--- config.mk ---
export PLATFORM = sky130hd
export DESIGN_NAME = regfile_write_arbiter
export DESIGN_NICKNAME = d
export VERILOG_FILES = /design/src/rtl/regfile_write_arbiter.sv
export SDC_FILE = /design/constraint.sdc
export NUM_CORES = 1
export LEC_CHECK = 0
export ABC_AREA = 1
export CORE_MARGIN = 3
export CORE_UTILIZATION = 45
export CTS_CLUSTER_DIAMETER = 30
export DETAILED_ROUTE_END_ITERATION = 10
export PLACE_DENSITY = 0.87
export SKIP_CTS_REPAIR_TIMING = 1
export SYNTH_ARGS = -nofsm -noshare
export SYNTH_HDL_FRONTEND = slang
export SYNTH_SLANG_ARGS = --single-unit
export TNS_END_PERCENT = 50
--- constraint.sdc ---
create_clock -name clk -period 2.83 [get_ports clk]
set_clock_uncertainty 0.05 [all_clocks]
set_input_delay 0.4245 -clock clk [delete_from_list [all_inputs] [get_ports clk]]
set_output_delay 0.4245 -clock clk [all_outputs]
set_load 0.02 [all_outputs]
--- src/rtl/regfile_write_arbiter.sv ---
// Round-robin arbiter sharing the register-file write port between two one-entry writeback buffers.
// Write lands one edge after the handshake; a full buffer that is not granted holds its ready low.
module regfile_write_arbiter #(
    parameter int DATA_W = 32,
    parameter int ADDR_W = 5
) (
    input  logic                     clk,
    input  logic                     rst,
    input  logic                     req0_valid,
    input  logic [ADDR_W-1:0]        req0_addr,
    input  logic [DATA_W-1:0]        req0_data,
    output logic                     req0_ready,
    input  logic                     req1_valid,
    input  logic [ADDR_W-1:0]        req1_addr,
    input  logic [DATA_W-1:0]        req1_data,
    output logic                     req1_ready,
    output logic                     rf_write,
    output logic [ADDR_W-1:0]        rf_addr,
    output logic [DATA_W-1:0]        rf_data,
    output logic [(1<<ADDR_W)-1:0]   pending_mask,
    output logic [1:0]               grant
);

    logic              r_full0;
    logic              r_full1;
    logic [ADDR_W-1:0] r_addr0;
    logic [ADDR_W-1:0] r_addr1;
    logic [DATA_W-1:0] r_data0;
    logic [DATA_W-1:0] r_data1;
    logic              r_prio;

    logic [1:0]        w_grant;
    logic              w_load0;
    logic              w_load1;

    always_comb begin
        w_grant = 2'b00;
        if (r_full0 && r_full1) begin
            w_grant = r_prio ? 2'b10 : 2'b01;
        end else if (r_full0) begin
            w_grant = 2'b01;
        end else if (r_full1) begin
            w_grant = 2'b10;
        end
    end

    assign grant      = w_grant;
    assign req0_ready = ~r_full0 | w_grant[0];
    assign req1_ready = ~r_full1 | w_grant[1];

    // Register 0 handshakes complete but never occupy a buffer.
    assign w_load0 = req0_valid & req0_ready & (req0_addr != '0);
    assign w_load1 = req1_valid & req1_ready & (req1_addr != '0);

    always_ff @(posedge clk or posedge rst) begin
        if (rst) begin
            r_full0 <= 1'b0;
            r_full1 <= 1'b0;
            r_addr0 <= '0;
            r_addr1 <= '0;
            r_data0 <= '0;
            r_data1 <= '0;
            r_prio  <= 1'b0;
        end else begin
            if (w_load0) begin
                r_full0 <= 1'b1;
                r_addr0 <= req0_addr;
                r_data0 <= req0_data;
            end else if (w_grant[0]) begin
                r_full0 <= 1'b0;
            end
            if (w_load1) begin
                r_full1 <= 1'b1;
                r_addr1 <= req1_addr;
                r_data1 <= req1_data;
            end else if (w_grant[1]) begin
                r_full1 <= 1'b0;
            end
            if (w_grant[0]) begin
                r_prio <= 1'b1;
            end else if (w_grant[1]) begin
                r_prio <= 1'b0;
            end
        end
    end

    always_comb begin
        rf_write = |w_grant;
        rf_addr  = '0;
        rf_data  = '0;
        if (w_grant[0]) begin
            rf_addr = r_addr0;
            rf_data = r_data0;
        end else if (w_grant[1]) begin
            rf_addr = r_addr1;
            rf_data = r_data1;
        end
    end

    always_comb begin
        pending_mask = '0;
        if (r_full0) begin
            pending_mask[r_addr0] = 1'b1;
        end
        if (r_full1) begin
            pending_mask[r_addr1] = 1'b1;
        end
        pending_mask[0] = 1'b0;
    end

endmodule

Yosys cells after proc, flatten, opt, wreduce, memory -nomap -nowiden
Index checks and enable logic that the tools add are counted.

$lt $le $gt $ge: 4. Shift operators: 0. Reductions and logical operators: 9. Div/mod/pow operators: 0. $mul: 0. Eq/ne operators: 0. $add $sub $neg: 0. Bitwise logic cells: 9. Muxes and demuxes: 19.

Operators by type and width (number): two-way mux 32 bit (4); OR 32 bit (1); less-than comparator 5 x 6 -> 1 bit (second input constant) (2); demux 1 bit (select 5 bit) (2); >= comparator 5 x 1 -> 1 bit (second input constant) (2); two-way mux 5 bit (2); nonzero test 5 bit (2); two-way mux 2 bit (4); two-way mux 1 bit (7); nonzero test 2 bit (3); bitwise AND 1 bit (4); logical AND 1 bit (3); NOT 1 bit (2); OR 1 bit (2); OR reduction 2 bit (1).

Logic and storage cells: 48. Input port bits: 78. Output and inout bits: 74. Bits in read-only memories: 0. Memories: 0. Bits in writable memories: 0. Latch bits: 0. Bits in registers: 77.

Longest topological paths before layout
Depth in word-level cells: 7. Gate-level depth with buffers: 9.

Worst setup path after synthesis
Ideal clock, no wire load.

Kind: reg2out. Start: register r_full1. End: output port rf_data[10]. Path slack: 1109 ps. Data arrival time: 1247 ps. Cell stages (with the launch flop): 8. Required time: 2355 ps. Cells stage by stage: dfrtp_1 -> buf_4 -> nand2_1 -> nand2_1 -> inv_1 -> buf_6 -> nand2_1 -> nand2_1.

Elaborated cells between the ends (all ways): 6. Classes of those cells: mux: 5; reduce/logical: 1.

RTL lines: start, declared (RTL line 25) `logic r_full1;`; start signal, assigned (RTL line 58) `r_full1 <= 1'b0;`; start signal, assigned (RTL line 73) `r_full1 <= 1'b1;`; start signal, assigned (RTL line 77) `r_full1 <= 1'b0;`; logical AND 1 bit (RTL line 38) `if (r_full0 && r_full1) begin`; two-way mux 2 bit (RTL line 38); named net grant[0] (RTL line 21) `output logic [1:0] grant`; two-way mux 32 bit (RTL line 91) `if (w_grant[0]) begin`; end, declared (RTL line 19) `output logic [DATA_W-1:0] rf_data,`.

The timed path passes the listed nets, and every way through them passes these cells.

Worst setup path in the final report
Start: register r_addr0[2]. End: output port pending_mask[21].

Longest elaborated chain between the ends: 7. Elaborated cells between the ends (all ways): 8. Classes of those cells: order compare: 2; mux: 4; bitwise: 1; reduce/logical: 1.

Ends and longest elaborated chain: start, declared (RTL line 26) `logic [ADDR_W-1:0] r_addr0;`; start signal, assigned (RTL line 67) `r_addr0 <= req0_addr;`; less-than comparator 5 x 6 -> 1 bit (not written as such) / >= comparator 5 x 1 -> 1 bit (equally long branches) (RTL line 103) `pending_mask[r_addr0] = 1'b1;`; logical AND 1 bit (not written as such) (RTL line 103); two-way mux 1 bit (not written as such) (RTL line 103); demux 1 bit (select 5 bit) (*) (RTL line 103); two-way mux 32 bit (*) (RTL line 102) `if (r_full0) begin`; OR 32 bit (no source line); two-way mux 32 bit (*) (RTL line 105) `if (r_full1) begin`; end, declared (RTL line 20) `output logic [(1<<ADDR_W)-1:0] pending_mask,`.

Mark *: on every way between the ends. The rest lies on a longest branch, timed or not.

==> flow_metrics.tcl <==
set metrics [dict create \
    status "completed" \
    min_path_type "input port to async pin" \
    vias 4334 \
    dr.pass1.iters 7 \
    ant_nets 0 \
    post_synth_num_cell_types 25 \
    fmax_mhz 363.1 \
    timing.hold.ws_ps 414.6 \
    hold_viol 0 \
    wire_per_inst_um 15.91 \
    die_h_um 101.7 \
    cts_sinks 77 \
    drt_wl_total_um 12820 \
    grt_max_degree 43 \
    grt_pass1_wl_um 20130 \
    synth_seq_area_share_pct 46.79 \
    path_max_fanout 6 \
    nets 771 \
    grt_use_total_pct 24.74 \
    io_pins 152 \
    start_util_pct 46.76 \
    max_cap_viol_count 0 \
    area_growth_pct 43.45 \
    worst_setup_path_end_kind "output pin" \
    synth_top_area_share_pct 46.79 \
    cts_buffers 9 \
    post_route_cells_drive_above_1_share_pct 7.163 \
    crit_type "flip-flop to output pin" \
    syn-num-nets 631 \
    syn_inst 553 \
    rsz0062_at_grt "yes" \
    crit_arrival_ps 2280 \
    startpoint_type "flip-flop" \
    synth_area_per_cell_um2 7.446 \
    ys_ff_latch 77 \
    dp_hpwl_um 9152 \
    vias_per_cell 5.377 \
    drt_iter0_markers 274 \
    ir_worst_vdd_v 0.0004886 \
    numPortBuffers 150 \
    cts_tree "yes" \
    drc 0 \
    power.total_uw 5082 \
    setup_tns_ps 0 \
    clk_path_buf_depth 2 \
    synth_area_um2 4118 \
    root_buffer "clkbuf_8" \
    drv_slew 0 \
    synth_top_cells_by_area "dfrtp_1, nand2_1, nand3_1, o21ai_0, buf_6" \
    clk_pin_slew_worst_paths_ps 80 \
    finalCritPeriodShare_pct 97.32 \
    fp.dieW_um 101.7 \
    antenna_cells 0 \
    grt_pass1_vias 4238 \
    num_rows 34 \
    antenna_found_initial 0 \
    final.min_clock_period_ps 2754 \
    slew_headroom_pct 43.62 \
    insertion_delay_ps 340 \
    overflow 0 \
    setup_viol 0 \
    ys_warn_count 0 \
    fin_cells 806 \
    critPathRequiredTime_ps 2360 \
    synth_top_area_cell "dfrtp_1" \
    placed_cells_incl_taps 790 \
    p_per_area_nw_per_um2 860.4 \
    tightest_slew_ps 842.7 \
    htree_levels 3 \
    routabilityCongestion 0.9310 \
    core_um2 8806 \
    leakage_uw 0.002934 \
    die_area_um2 10330 \
]
[where the power goes]
| group | internal, µW | switching [µW] |
|---|---|---|
| Sequential | 1400 | 256 |
| Combinational | 962 | 1420 |
| Clock | 636 | 408 |
| Total | 3000 | 2090 |
[logic make-up after synthesis]
family,Yosys count,synth area share (%)
other,1,0.09107
buffers and inverters,46,7.141
DFF,77,46.79
and+or+nand+nor,391,40.87
AOI/OAI and AO/OA,38,5.105
[state kept, by name (all words and copies together) (netlist names)]
name,count
r_addr0,5
r_full1,1
r_addr1,5
r_data0,32
r_full0,1
r_data1,32
r_prio,1
[cell type report]
| type | instances | area [µm²] |
|---|---|---|
| clock buffer | 11 | 151.4 |
| fill | 696 | 2899 |
| multi-input combinational | 430 | 1916 |
| inverter | 17 | 70.07 |
| tap | 108 | 135.1 |
| timing repair buffer | 158 | 1600 |
| clock inverter | 5 | 106.4 |
| sequential | 77 | 1928 |
[stage by stage]
step | setup slack (ps) | instance area, µm² | util [%]
after detailed placement | 339.3 | 5598 | 63.57
after global routing | -43.04 | 5907 | 67.08
after CTS | -46.90 | 5856 | 66.50
after global placement | 408.4 | 5598 | 63.57
after floorplan | 388.8 | 4118 | -
final | 75.86 | 5907 | 67.08
[synth_stat cells]
master / number
nor3_2: 4
nor2_8: 1
nand2_2: 11
inv_1: 14
o21ai_4: 1
buf_6: 11
dfrtp_1: 77
buf_4: 2
o21a_1: 1
nand3_2: 1
nor2_4: 1
clkbuf_1: 7
nor3_1: 8
nand2_4: 1
nand3b_1: 2
nor2_1: 4
inv_2: 3
nand3_1: 84
o22ai_1: 5
nand2_1: 273
conb_1: 1
buf_8: 2
or2_2: 1
buf_2: 7
o21ai_0: 31
[worst paths after layout]
path                                         start                       to  slack [ps]  cells past startpoint
max reg2reg                    r_full1$_DFFE_PP0P_  r_data1[31]$_DFFE_PP0P_        1060                      6
max                         r_addr0[2]$_DFFE_PP0P_         pending_mask[21]          80                      5
max in group asynchronous                      rst  r_data0[29]$_DFFE_PP0P_        1680                      3
min                                            rst   r_data1[3]$_DFFE_PP0P_         410                      2
min in group clk           r_data0[18]$_DFFE_PP0P_  r_data0[18]$_DFFE_PP0P_         420                      2
min reg2reg                r_data0[18]$_DFFE_PP0P_  r_data0[18]$_DFFE_PP0P_         420                      2
[metal layers]
metal	track usage, %	up-vias	share of wire (%)
met5	0	-	0
met3	4.683	26	9.3
met4	9.509	0	1.6
met1	31.70	2003	41
met2	41.50	259	48
li1	-	2046	-
[critical path: stages, from the launching register on]
cell and delay (ps):
dfrtp_1 430, inv_1 130, nor3_1 440, nand2_1 120
o21ai_0 150, clkdlybuf4s50_1 670
[layout by cell type (no fill, tap or decap), types with 2 or more instances in the layout]
| cell | count |
|---|---|
| buf_4 | 6 |
| bufinv_16 | 3 |
| clkbuf_8 | 11 |
| clkdlybuf4s50_1 | 141 |
| dfrtp_1 | 76 |
| dlymetal6s2s_1 | 9 |
| inv_1 | 13 |
| inv_2 | 2 |
| nand2_1 | 273 |
| nand2_2 | 11 |
| nand3_1 | 84 |
| nand3b_1 | 2 |
| nor2_1 | 4 |
| nor3_1 | 8 |
| nor3_4 | 3 |
| o21ai_0 | 31 |
| o22ai_1 | 5 |
(Power assumes the default switching activity.)
